===== config.mk =====
export PLATFORM = sky130hd
export DESIGN_NAME = load_store_unit_flat
export DESIGN_NICKNAME = d
export VERILOG_FILES = /design/src/rtl/load_store_unit_pkg.sv /design/src/rtl/load_store_unit_if.sv /design/src/rtl/lsu_load_align.sv /design/src/rtl/load_store_unit.sv /design/src/flat_wrapper.sv
export SDC_FILE = /design/constraint.sdc
export NUM_CORES = 1
export LEC_CHECK = 0
export ABC_AREA = 1
export CORE_MARGIN = 1.5
export CORE_UTILIZATION = 44
export CTS_BUF_LIST = sky130_fd_sc_hd__clkbuf_4 sky130_fd_sc_hd__clkbuf_8 sky130_fd_sc_hd__clkbuf_16
export CTS_CLUSTER_DIAMETER = 100
export DETAILED_ROUTE_END_ITERATION = 6
export GPL_ROUTABILITY_DRIVEN = 0
export PLACE_DENSITY = 0.83
export SLEW_MARGIN = 25
export SYNTH_ARGS = -nofsm -noshare
export SYNTH_HDL_FRONTEND = slang
export SYNTH_SLANG_ARGS = --single-unit

===== constraint.sdc =====
create_clock -name clk -period 2 [get_ports clk]
set_input_delay 0.2 -clock clk [delete_from_list [all_inputs] [get_ports clk]]
set_output_delay 0.2 -clock clk [all_outputs]
set_load 0.03 [all_outputs]

===== src/rtl/load_store_unit_pkg.sv =====
// Shared definitions for the load/store unit: access sizes, response error codes,
// FSM states and the lane helpers used when an access is accepted.
package load_store_unit_pkg;

    typedef enum logic [2:0] {
        SIZE_B  = 3'b000,
        SIZE_H  = 3'b001,
        SIZE_W  = 3'b010,
        SIZE_BU = 3'b100,
        SIZE_HU = 3'b101
    } lsu_size_e;

    typedef enum logic [1:0] {
        ERR_OK       = 2'b00,
        ERR_MISALIGN = 2'b01,
        ERR_TIMEOUT  = 2'b10
    } lsu_err_e;

    typedef enum logic [1:0] {
        ST_IDLE,
        ST_ISSUE,
        ST_WAIT,
        ST_RESP
    } lsu_state_e;

    // Any funct3 outside the five legal encodings behaves as a full word.
    function automatic lsu_size_e normalizeSize(input logic [2:0] raw);
        normalizeSize = SIZE_W;
        case (raw)
            3'b000:  normalizeSize = SIZE_B;
            3'b001:  normalizeSize = SIZE_H;
            3'b100:  normalizeSize = SIZE_BU;
            3'b101:  normalizeSize = SIZE_HU;
            default: normalizeSize = SIZE_W;
        endcase
    endfunction

    function automatic logic isMisaligned(input lsu_size_e size, input logic [1:0] addrLow);
        isMisaligned = 1'b0;
        case (size)
            SIZE_H, SIZE_HU: isMisaligned = addrLow[0];
            SIZE_W:          isMisaligned = (addrLow != 2'b00);
            default:         isMisaligned = 1'b0;
        endcase
    endfunction

    // Loads always fetch the whole word; stores enable only the lanes they write.
    function automatic logic [3:0] byteEnable(input logic store, input lsu_size_e size,
                                              input logic [1:0] addrLow);
        byteEnable = 4'b1111;
        if (store) begin
            case (size)
                SIZE_B, SIZE_BU: byteEnable = 4'b0001 << addrLow;
                SIZE_H, SIZE_HU: byteEnable = 4'b0011 << {addrLow[1], 1'b0};
                default:         byteEnable = 4'b1111;
            endcase
        end
    endfunction

    function automatic logic [31:0] replicateData(input lsu_size_e size, input logic [31:0] wdata);
        case (size)
            SIZE_B, SIZE_BU: replicateData = {4{wdata[7:0]}};
            SIZE_H, SIZE_HU: replicateData = {2{wdata[15:0]}};
            default:         replicateData = wdata;
        endcase
    endfunction

endpackage


===== src/rtl/load_store_unit_if.sv =====
// Handshake bundles of the load/store unit: the core-facing request/response
// channel and the memory-facing access channel.
interface lsu_req_if;
    logic        req_valid;
    logic        req_ready;
    logic        req_store;
    logic [2:0]  req_size;
    logic [31:0] req_addr;
    logic [31:0] req_wdata;
    logic [4:0]  req_rd;
    logic        rsp_valid;
    logic        rsp_ready;
    logic [31:0] rsp_data;
    logic [4:0]  rsp_rd;
    logic [1:0]  rsp_err;

    modport master (
        output req_valid, req_store, req_size, req_addr, req_wdata, req_rd, rsp_ready,
        input  req_ready, rsp_valid, rsp_data, rsp_rd, rsp_err
    );
    modport slave (
        input  req_valid, req_store, req_size, req_addr, req_wdata, req_rd, rsp_ready,
        output req_ready, rsp_valid, rsp_data, rsp_rd, rsp_err
    );
endinterface

interface lsu_mem_if;
    logic        mem_req;
    logic        mem_we;
    logic [31:0] mem_addr;
    logic [3:0]  mem_be;
    logic [31:0] mem_wdata;
    logic        mem_gnt;
    logic        mem_rvalid;
    logic [31:0] mem_rdata;

    modport master (
        output mem_req, mem_we, mem_addr, mem_be, mem_wdata,
        input  mem_gnt, mem_rvalid, mem_rdata
    );
    modport slave (
        input  mem_req, mem_we, mem_addr, mem_be, mem_wdata,
        output mem_gnt, mem_rvalid, mem_rdata
    );
endinterface


===== src/rtl/lsu_load_align.sv =====
// Picks the addressed byte or half out of a raw memory word and sign- or
// zero-extends it according to the load size.
module lsu_load_align
    import load_store_unit_pkg::*;
(
    input  lsu_size_e   i_size,
    input  logic [1:0]  i_addrLow,
    input  logic [31:0] i_rdata,
    output logic [31:0] o_data
);

    logic [7:0]  w_byte;
    logic [15:0] w_half;

    always_comb begin
        w_byte = 8'h00;
        w_half = 16'h0000;
        o_data = i_rdata;
        case (i_addrLow)
            2'd0:    w_byte = i_rdata[7:0];
            2'd1:    w_byte = i_rdata[15:8];
            2'd2:    w_byte = i_rdata[23:16];
            default: w_byte = i_rdata[31:24];
        endcase
        w_half = i_addrLow[1] ? i_rdata[31:16] : i_rdata[15:0];
        case (i_size)
            SIZE_B:  o_data = {{24{w_byte[7]}}, w_byte};
            SIZE_BU: o_data = {24'h000000, w_byte};
            SIZE_H:  o_data = {{16{w_half[15]}}, w_half};
            SIZE_HU: o_data = {16'h0000, w_half};
            default: o_data = i_rdata;
        endcase
    end

endmodule


===== src/rtl/load_store_unit.sv =====
// Single-outstanding load/store unit: accepts one core access, issues it to a
// word-wide memory, and returns an extended, tagged response or an error code.
module load_store_unit
    import load_store_unit_pkg::*;
#(
    parameter int TIMEOUT = 16
)
(
    input  logic     clk,
    input  logic     reset,
    lsu_req_if.slave core,
    lsu_mem_if.master mem
);

    localparam int CNT_W = (TIMEOUT > 1) ? $clog2(TIMEOUT) : 1;
    localparam logic [CNT_W-1:0] CNT_LAST = CNT_W'(TIMEOUT - 1);

    lsu_state_e       r_state;
    logic [CNT_W-1:0] r_cnt;
    lsu_size_e        r_size;
    logic             r_store;
    logic [1:0]       r_addrLow;
    logic [4:0]       r_rd;

    lsu_size_e        w_reqSize;
    logic             w_misaligned;
    logic [31:0]      w_loadData;

    assign w_reqSize    = normalizeSize(core.req_size);
    assign w_misaligned = isMisaligned(w_reqSize, core.req_addr[1:0]);

    lsu_load_align u_align (
        .i_size    (r_size),
        .i_addrLow (r_addrLow),
        .i_rdata   (mem.mem_rdata),
        .o_data    (w_loadData)
    );

    // All handshake outputs are registers, so they only change on a state transition.
    always_ff @(posedge clk) begin
        if (!reset) begin
            r_state        <= ST_IDLE;
            r_cnt          <= '0;
            r_size         <= SIZE_B;
            r_store        <= 1'b0;
            r_addrLow      <= 2'b00;
            r_rd           <= 5'd0;
            mem.mem_req    <= 1'b0;
            mem.mem_we     <= 1'b0;
            mem.mem_addr   <= 32'h0;
            mem.mem_be     <= 4'h0;
            mem.mem_wdata  <= 32'h0;
            core.req_ready <= 1'b1;
            core.rsp_valid <= 1'b0;
            core.rsp_data  <= 32'h0;
            core.rsp_rd    <= 5'd0;
            core.rsp_err   <= ERR_OK;
        end else begin
            case (r_state)
                ST_IDLE: begin
                    if (core.req_valid && core.req_ready) begin
                        r_size         <= w_reqSize;
                        r_store        <= core.req_store;
                        r_addrLow      <= core.req_addr[1:0];
                        r_rd           <= core.req_rd;
                        r_cnt          <= '0;
                        core.req_ready <= 1'b0;
                        // Misaligned accesses never reach memory.
                        if (w_misaligned) begin
                            r_state        <= ST_RESP;
                            core.rsp_valid <= 1'b1;
                            core.rsp_data  <= 32'h0;
                            core.rsp_rd    <= core.req_rd;
                            core.rsp_err   <= ERR_MISALIGN;
                        end else begin
                            r_state       <= ST_ISSUE;
                            mem.mem_req   <= 1'b1;
                            mem.mem_we    <= core.req_store;
                            mem.mem_addr  <= {core.req_addr[31:2], 2'b00};
                            mem.mem_be    <= byteEnable(core.req_store, w_reqSize, core.req_addr[1:0]);
                            mem.mem_wdata <= core.req_store ? replicateData(w_reqSize, core.req_wdata) : 32'h0;
                        end
                    end
                end
                ST_ISSUE: begin
                    if (mem.mem_gnt) begin
                        r_state       <= ST_WAIT;
                        r_cnt         <= '0;
                        mem.mem_req   <= 1'b0;
                        mem.mem_we    <= 1'b0;
                        mem.mem_addr  <= 32'h0;
                        mem.mem_be    <= 4'h0;
                        mem.mem_wdata <= 32'h0;
                    end
                end
                ST_WAIT: begin
                    if (mem.mem_rvalid) begin
                        r_state        <= ST_RESP;
                        core.rsp_valid <= 1'b1;
                        core.rsp_data  <= r_store ? 32'h0 : w_loadData;
                        core.rsp_rd    <= r_rd;
                        core.rsp_err   <= ERR_OK;
                    end else if (r_cnt == CNT_LAST) begin
                        r_state        <= ST_RESP;
                        core.rsp_valid <= 1'b1;
                        core.rsp_data  <= 32'h0;
                        core.rsp_rd    <= r_rd;
                        core.rsp_err   <= ERR_TIMEOUT;
                    end else begin
                        r_cnt <= r_cnt + CNT_W'(1);
                    end
                end
                ST_RESP: begin
                    if (core.rsp_ready) begin
                        r_state        <= ST_IDLE;
                        core.rsp_valid <= 1'b0;
                        core.rsp_data  <= 32'h0;
                        core.rsp_rd    <= 5'd0;
                        core.rsp_err   <= ERR_OK;
                        core.req_ready <= 1'b1;
                    end
                end
                default: r_state <= ST_IDLE;
            endcase
        end
    end

endmodule


===== src/flat_wrapper.sv =====
// flat-port wrapper written by rule: the top's interface ports become plain ports
module load_store_unit_flat import load_store_unit_pkg::*;
#(
    parameter int TIMEOUT = 16
)
  (clk, reset, core_req_valid, core_req_store, core_req_size, core_req_addr, core_req_wdata, core_req_rd, core_rsp_ready, core_req_ready, core_rsp_valid, core_rsp_data, core_rsp_rd, core_rsp_err, mem_mem_req, mem_mem_we, mem_mem_addr, mem_mem_be, mem_mem_wdata, mem_mem_gnt, mem_mem_rvalid, mem_mem_rdata);
  lsu_req_if core_i ();
  lsu_mem_if mem_i ();
  input  logic clk;
  input  logic reset;
  input wire logic [$bits(core_i.req_valid)-1:0] core_req_valid;
  input wire logic [$bits(core_i.req_store)-1:0] core_req_store;
  input wire logic [$bits(core_i.req_size)-1:0] core_req_size;
  input wire logic [$bits(core_i.req_addr)-1:0] core_req_addr;
  input wire logic [$bits(core_i.req_wdata)-1:0] core_req_wdata;
  input wire logic [$bits(core_i.req_rd)-1:0] core_req_rd;
  input wire logic [$bits(core_i.rsp_ready)-1:0] core_rsp_ready;
  output wire logic [$bits(core_i.req_ready)-1:0] core_req_ready;
  output wire logic [$bits(core_i.rsp_valid)-1:0] core_rsp_valid;
  output wire logic [$bits(core_i.rsp_data)-1:0] core_rsp_data;
  output wire logic [$bits(core_i.rsp_rd)-1:0] core_rsp_rd;
  output wire logic [$bits(core_i.rsp_err)-1:0] core_rsp_err;
  output wire logic [$bits(mem_i.mem_req)-1:0] mem_mem_req;
  output wire logic [$bits(mem_i.mem_we)-1:0] mem_mem_we;
  output wire logic [$bits(mem_i.mem_addr)-1:0] mem_mem_addr;
  output wire logic [$bits(mem_i.mem_be)-1:0] mem_mem_be;
  output wire logic [$bits(mem_i.mem_wdata)-1:0] mem_mem_wdata;
  input wire logic [$bits(mem_i.mem_gnt)-1:0] mem_mem_gnt;
  input wire logic [$bits(mem_i.mem_rvalid)-1:0] mem_mem_rvalid;
  input wire logic [$bits(mem_i.mem_rdata)-1:0] mem_mem_rdata;
  assign core_i.req_valid = core_req_valid;
  assign core_i.req_store = core_req_store;
  assign core_i.req_size = core_req_size;
  assign core_i.req_addr = core_req_addr;
  assign core_i.req_wdata = core_req_wdata;
  assign core_i.req_rd = core_req_rd;
  assign core_i.rsp_ready = core_rsp_ready;
  assign core_req_ready = core_i.req_ready;
  assign core_rsp_valid = core_i.rsp_valid;
  assign core_rsp_data = core_i.rsp_data;
  assign core_rsp_rd = core_i.rsp_rd;
  assign core_rsp_err = core_i.rsp_err;
  assign mem_mem_req = mem_i.mem_req;
  assign mem_mem_we = mem_i.mem_we;
  assign mem_mem_addr = mem_i.mem_addr;
  assign mem_mem_be = mem_i.mem_be;
  assign mem_mem_wdata = mem_i.mem_wdata;
  assign mem_i.mem_gnt = mem_mem_gnt;
  assign mem_i.mem_rvalid = mem_mem_rvalid;
  assign mem_i.mem_rdata = mem_mem_rdata;
  load_store_unit #(.TIMEOUT(TIMEOUT)) u_core (.clk(clk), .reset(reset), .core(core_i), .mem(mem_i));
endmodule

**After elaboration in Yosys (flattened, before gate mapping)**

Cells that the tools add are included.

- Add/subtract/negate cells: 1
- Multipliers: 0
- Divide/modulo/power cells: 0
- $lt $le $gt $ge: 0
- Equality and inequality tests: 24
- Shift-type cells: 2
- Multiplexer cells: 65
- Bitwise operators: 0
- Reduce and logical (&&, ||, !) cells: 19

Operators with widths:

| kind | number |
|---|---|
| $mux 32 | 12 |
| $pmux 32 s2 | 3 |
| $pmux 32 s4 | 1 |
| $pmux 32 s3 | 1 |
| $mux 4 | 7 |
| $mux 5 | 5 |
| $pmux 8 s3 | 1 |
| $mux 2 | 10 |
| $eq 3x3->1 const B | 6 |
| $mux 16 | 1 |
| $pmux 4 s2 | 2 |
| $pmux 5 s3 | 1 |
| $mux 1 | 12 |
| $pmux 3 s4 | 1 |
| $pmux 4 s3 | 1 |
| $ne 2x2->1 const B | 5 |
| $reduce_and 5->1 | 2 |
| $eq 3x1->1 const B | 3 |
| $logic_not 3->1 | 3 |
| $pmux 1 s2 | 4 |
| $pmux 2 s4 | 1 |
| $reduce_and 4->1 | 2 |
| $eq 2x2->1 const B | 3 |
| $pmux 2 s3 | 1 |
| 16 further kinds | 23 |

- Bits in registers: 128
- Bits in latches: 0
- RAM bits: 0
- ROM bits: 0
- Input port bits: 111
- Output and inout port bits: 111
- Word-level logic and storage cells: 127
- Memories: 0

**Longest topological paths before layout**

- Depth after elaboration: 9
- Gate-level depth with buffers: 12
- Gate-level depth less buffers: 12

**Cells and area by module**

From an unflattened synthesis, not the netlist that was laid out.

- Cell total of the unflattened synthesis: 1019
- Area, all modules: 6795.3 µm²

By module, submodules not included:

| module | times used | cells each | area each (µm²) |
|---|---|---|---|
| load_store_unit | 1 | 827 | 5771.8 |
| lsu_load_align | 1 | 192 | 1023.5 |

**Worst setup path after synthesis**

OpenSTA, ideal clock, no wires.

- Kind: register -> register
- Start point: reg u_core.r_state[0]
- End point: reg u_core.r_rd[2]
- Setup time: 119 ps
- Arrival time: 1477 ps
- Required time: 1881 ps
- Path slack: 404 ps
- Stages on the path, launching flop included: 9
- Buffers on the path: 1
- Period minus slack after synthesis: 1596 ps
- Cells stage by stage: dfxtp_1 > inv_1 > ha_1 > inv_1 > nor2_1 > inv_1 > buf_2 > o21ai_0 > a21oi_1

- Cells in the longest elaborated chain, start to end: 2

Ends and longest elaborated chain:

| what | RTL line | source |
|---|---|---|
| from (decl) | load_store_unit.sv:18 | `lsu_state_e r_state;` |
| from (signal assigned) | load_store_unit.sv:42 | `r_state <= ST_IDLE;` |
| from (signal assigned) | load_store_unit.sv:70 | `r_state <= ST_RESP;` |
| from (signal assigned) | load_store_unit.sv:76 | `r_state <= ST_ISSUE;` |
| $logic_not 2->1 | load_store_unit.sv:59 | `case (r_state)` |
| $reduce_and 2->1 (no source line) | n/a |  |
| to (signal assigned) | load_store_unit.sv:65 | `r_rd <= core.req_rd;` |
| to (decl) | load_store_unit.sv:23 | `logic [4:0] r_rd;` |

Every way passes these cells.
A chain may end at the register's enable or synchronous reset.

**Final worst setup path**

- Start point: reg u_core.r_state[0]
- End point: reg u_core.mem.mem_addr[17]

- Cells in the longest elaborated chain, start to end: 3
- Elaborated cells on any way between the ends: 8

Ends and longest elaborated chain:

| what | RTL line | source |
|---|---|---|
| $eq 2x1->1 / $logic_not 2->1 (equally long branches) | load_store_unit.sv:59 |  |
| $ne 2x2->1 (no source line) (tied with other cells) | n/a |  |
| $reduce_and 4->1 (no source line) | n/a |  |
| to (signal assigned) | load_store_unit.sv:79 | `mem.mem_addr <= {core.req_addr[31:2], 2'b00};` |
| to (decl) | load_store_unit_if.sv:38 | `output mem_req, mem_we, mem_addr, mem_be, mem_wdata,` |

Several ways; a longest one is shown, not always the timed one.

==> run summary <==
Status -> finished, final reports clean
Via-per-instance ratio -> 5.11
Reg2reg start -> u_core.r_state[0]
Share of cells above drive strength 1 -> 7.40%
Register bit total from synthesis -> 126
Root buffer cell -> clkbuf_16
Die Wd -> 118 µm
Final Power -> 13,200 µW
Most frequent cells in the layout -> nand2_1, clkdlybuf4s50_1, a21oi_1
H-Tree Depth -> 4
Nets -> 1,198
Row count -> 41
Via Count -> 6,470
Final wirelength -> 18,400 µm
Util after Layout -> 69.5%
First-pass GRT wire length -> 29,200 µm
Mapped Area -> 5850 µm²
Setup violators final -> 0
Dpl cells -> 1,235
Synth top area cells -> dfxtp_1, nand2_1, a21oi_1
Final Cycle Share -> 90.9%
Initial drt markers -> 512
Largest fanout on the critical path -> 35
# hold bufs at CTS -> 0
DRT Pass-1 Iters -> 5
Hold Crit Start -> core_req_addr[23]
CTS tree -> built
Clk_lat worst skew -> 0.41 ns
Core area -> 12,800 µm²
Hold depth -> 3
Post-route insts no fill -> 1,267
Simple-Gate Fraction of Synth Area -> 29.5%
Leak -> 0.00350 µW
Drt drc -> 0
Max stage delay on crit path -> 0.38 ns
RSZ-0062 raised after global routing -> false
Sequential cell area fraction in the yosys report -> 43.1%
Top cell by count, worst path -> nand2_1
Initial antenna violation count -> 0
Worst VDD drop -> 0.686 mV
Post-synthesis compound-gate area fraction -> 17.7%
Wire per inst -> 14.5 µm
Post-Synthesis Cells -> 871
Crit-path slowest cell -> dfxtp_1
CP Capture Type -> flip-flop
Synth Area in XOR/XNOR -> 0.299%
Post-Syn Area per Cell -> 6.72 µm²
Die area -> 14,000 µm²
Area growth from synthesis to layout -> 51.7%
Biggest area consumer among synthesized cells -> dfxtp_1
Hold Fails Final Rpt -> 0
Worst path required time -> 2.34 ns
PwrDens -> 1490 nW/µm²
F_max -> 550 MHz
Vias in the first global route -> 5,956
Adder-Cell Fraction of Synth Area -> 1.07%
Yosys warns -> 0
Slew Limit Fails -> 0
Largest net degree at the start of global routing -> 50
Die height -> 118 µm
Kind of critical path -> reg2reg
Crit start category -> flip-flop
R2R Setup Slk -> 0.18 ns
Post-synth cell types -> 27
Antenna Nets Post-Route -> 0
Clock Sinks -> 126
Setup bufs post-CTS -> 0
Boundary pin count -> 222
Post-CTS resize count -> 0
CTS Buf Count -> 17
Fin Setup TNS -> 0 ns
Starting Density -> 45.8%
Worst reg-to-reg path cell count -> 10
Worst R2R End -> u_core.mem.mem_addr[17]
Synth top area share -> 43.1%
Cell breakdown of the critical path -> inv_1 -> ha_1 -> nand2_1 -> o21ai_1 -> inv_2 -> nand3_4 -> nor2_4 -> buf_12 -> nand2_1 -> a21oi_1
HPWL after DPL -> 13,100 µm
Clock Pin Slew Worst Setup and Hold Paths -> 0.05 ns
Clock Path Buffers -> 2
Worst Hold End -> u_core.mem.mem_addr[23]
Tightest Hold Check Type -> in2reg
PortBufs -> 219
Largest family of logic cells by synthesized area -> simple AND/OR/NAND/NOR gates
Antenna diodes -> 0
Total GRT Usage -> 26.0%
Crit path time final -> 1.82 ns
Commonest non-fill, non-tap cell in the layout -> nand2_1
Grt ovf -> 0
Mux cell area share after synthesis -> 0%
Clock skew -> 0.00716 ns
Worst EP arrival -> 2.16 ns
Max cap viols -> 0
==> cell families after synthesis <==
kind of cell | Yosys count
AOI/OAI and AO/OA | 206
adders and majority gates | 5
DFF | 126
xor gates and xnor gates | 2
buffers and inverters | 106
and+or+nand+nor | 425
other | 1
==> synthesized netlist by cell type, drive strengths merged <==
library cell and instances:
nand2 266, a21oi 129, dfxtp 126, nor2 99
o21ai 76, inv 55, nand3 44, buf 33
clkbuf 18, nor3 10, ha 5, or2 5
xor2 2, a211oi 1, conb 1, nand4 1
==> critical path, delay by kind of cell (launching register included) <==
kind,cells,cell delay (ns)
buffers and inverters,3,0.37
adder cells (fa/ha/maj),1,0.26
flip-flops,1,0.38
AND/OR/NAND/NOR,4,0.49
AO/OA/AOI/OAI,2,0.23
==> report_power, final <==
| part | switching [µW] | internal [µW] | total [µW] |
|---|---|---|---|
| sequential | 366 | 3180 | 3550 |
| clock | 1110 | 2080 | 3190 |
| combinational | 4060 | 2440 | 6500 |
==> layout make-up <==
class | instances | area [µm²]
Multi-Input combinational cell | 640 | 2850
Sequential cell | 126 | 2520
Clock inverter | 10 | 136
Fill cell | 1064 | 3890
Clock buffer | 22 | 482
Timing Repair Buffer | 242 | 2460
Inverter | 55 | 206
Tap cell | 172 | 215
==> per-layer routing <==
metal	part of all wire, %	wire length, µm	GRT usage (%)
met3	9.1	1670	8.74
met1	40	7320	30.0
met2	48	8890	43.4
met4	2.8	514	11.9
met5	0	0	0
==> registers in the layout, indices dropped and copies added (netlist names), 3 cells and up <==
register              count
u_core.core.rsp_rd        5
u_core.mem.mem_be         4
u_core.r_rd               5
u_core.mem.mem_addr      30
u_core.mem.mem_wdata     32
u_core.core.rsp_data     32
u_core.r_cnt              4
u_core.r_size             3
==> per-stage QoR <==
stage	area, µm²	setup slack [ns]	hold WS [ns]
after floorplan	5860	0.404	0.343
after global placement	8260	0.175	0.438
after detailed placement	8260	0.0898	0.440
after CTS	8880	0.0618	0.319
after global routing	8880	0.00203	0.341
final	8880	0.182	0.338
==> worst max path at each step <==
stage,startpoint,slack [ns],to,depth (start not counted)
after floorplan,u_core.r_state[0],0.40,u_core.r_rd[2],8
after global placement,u_core.r_state[1],0.17,u_core.core.rsp_data[0],10
after global routing,u_core.r_state[0],0.002,u_core.core.rsp_data[26],10
after detailed placement,u_core.r_state[1],0.09,u_core.mem.mem_addr[7],9
final,u_core.r_state[0],0.18,u_core.mem.mem_addr[17],10
after CTS,u_core.r_state[1],0.06,u_core.core.rsp_data[1],10
No activity file was read; power rests on OpenSTA's default activity.
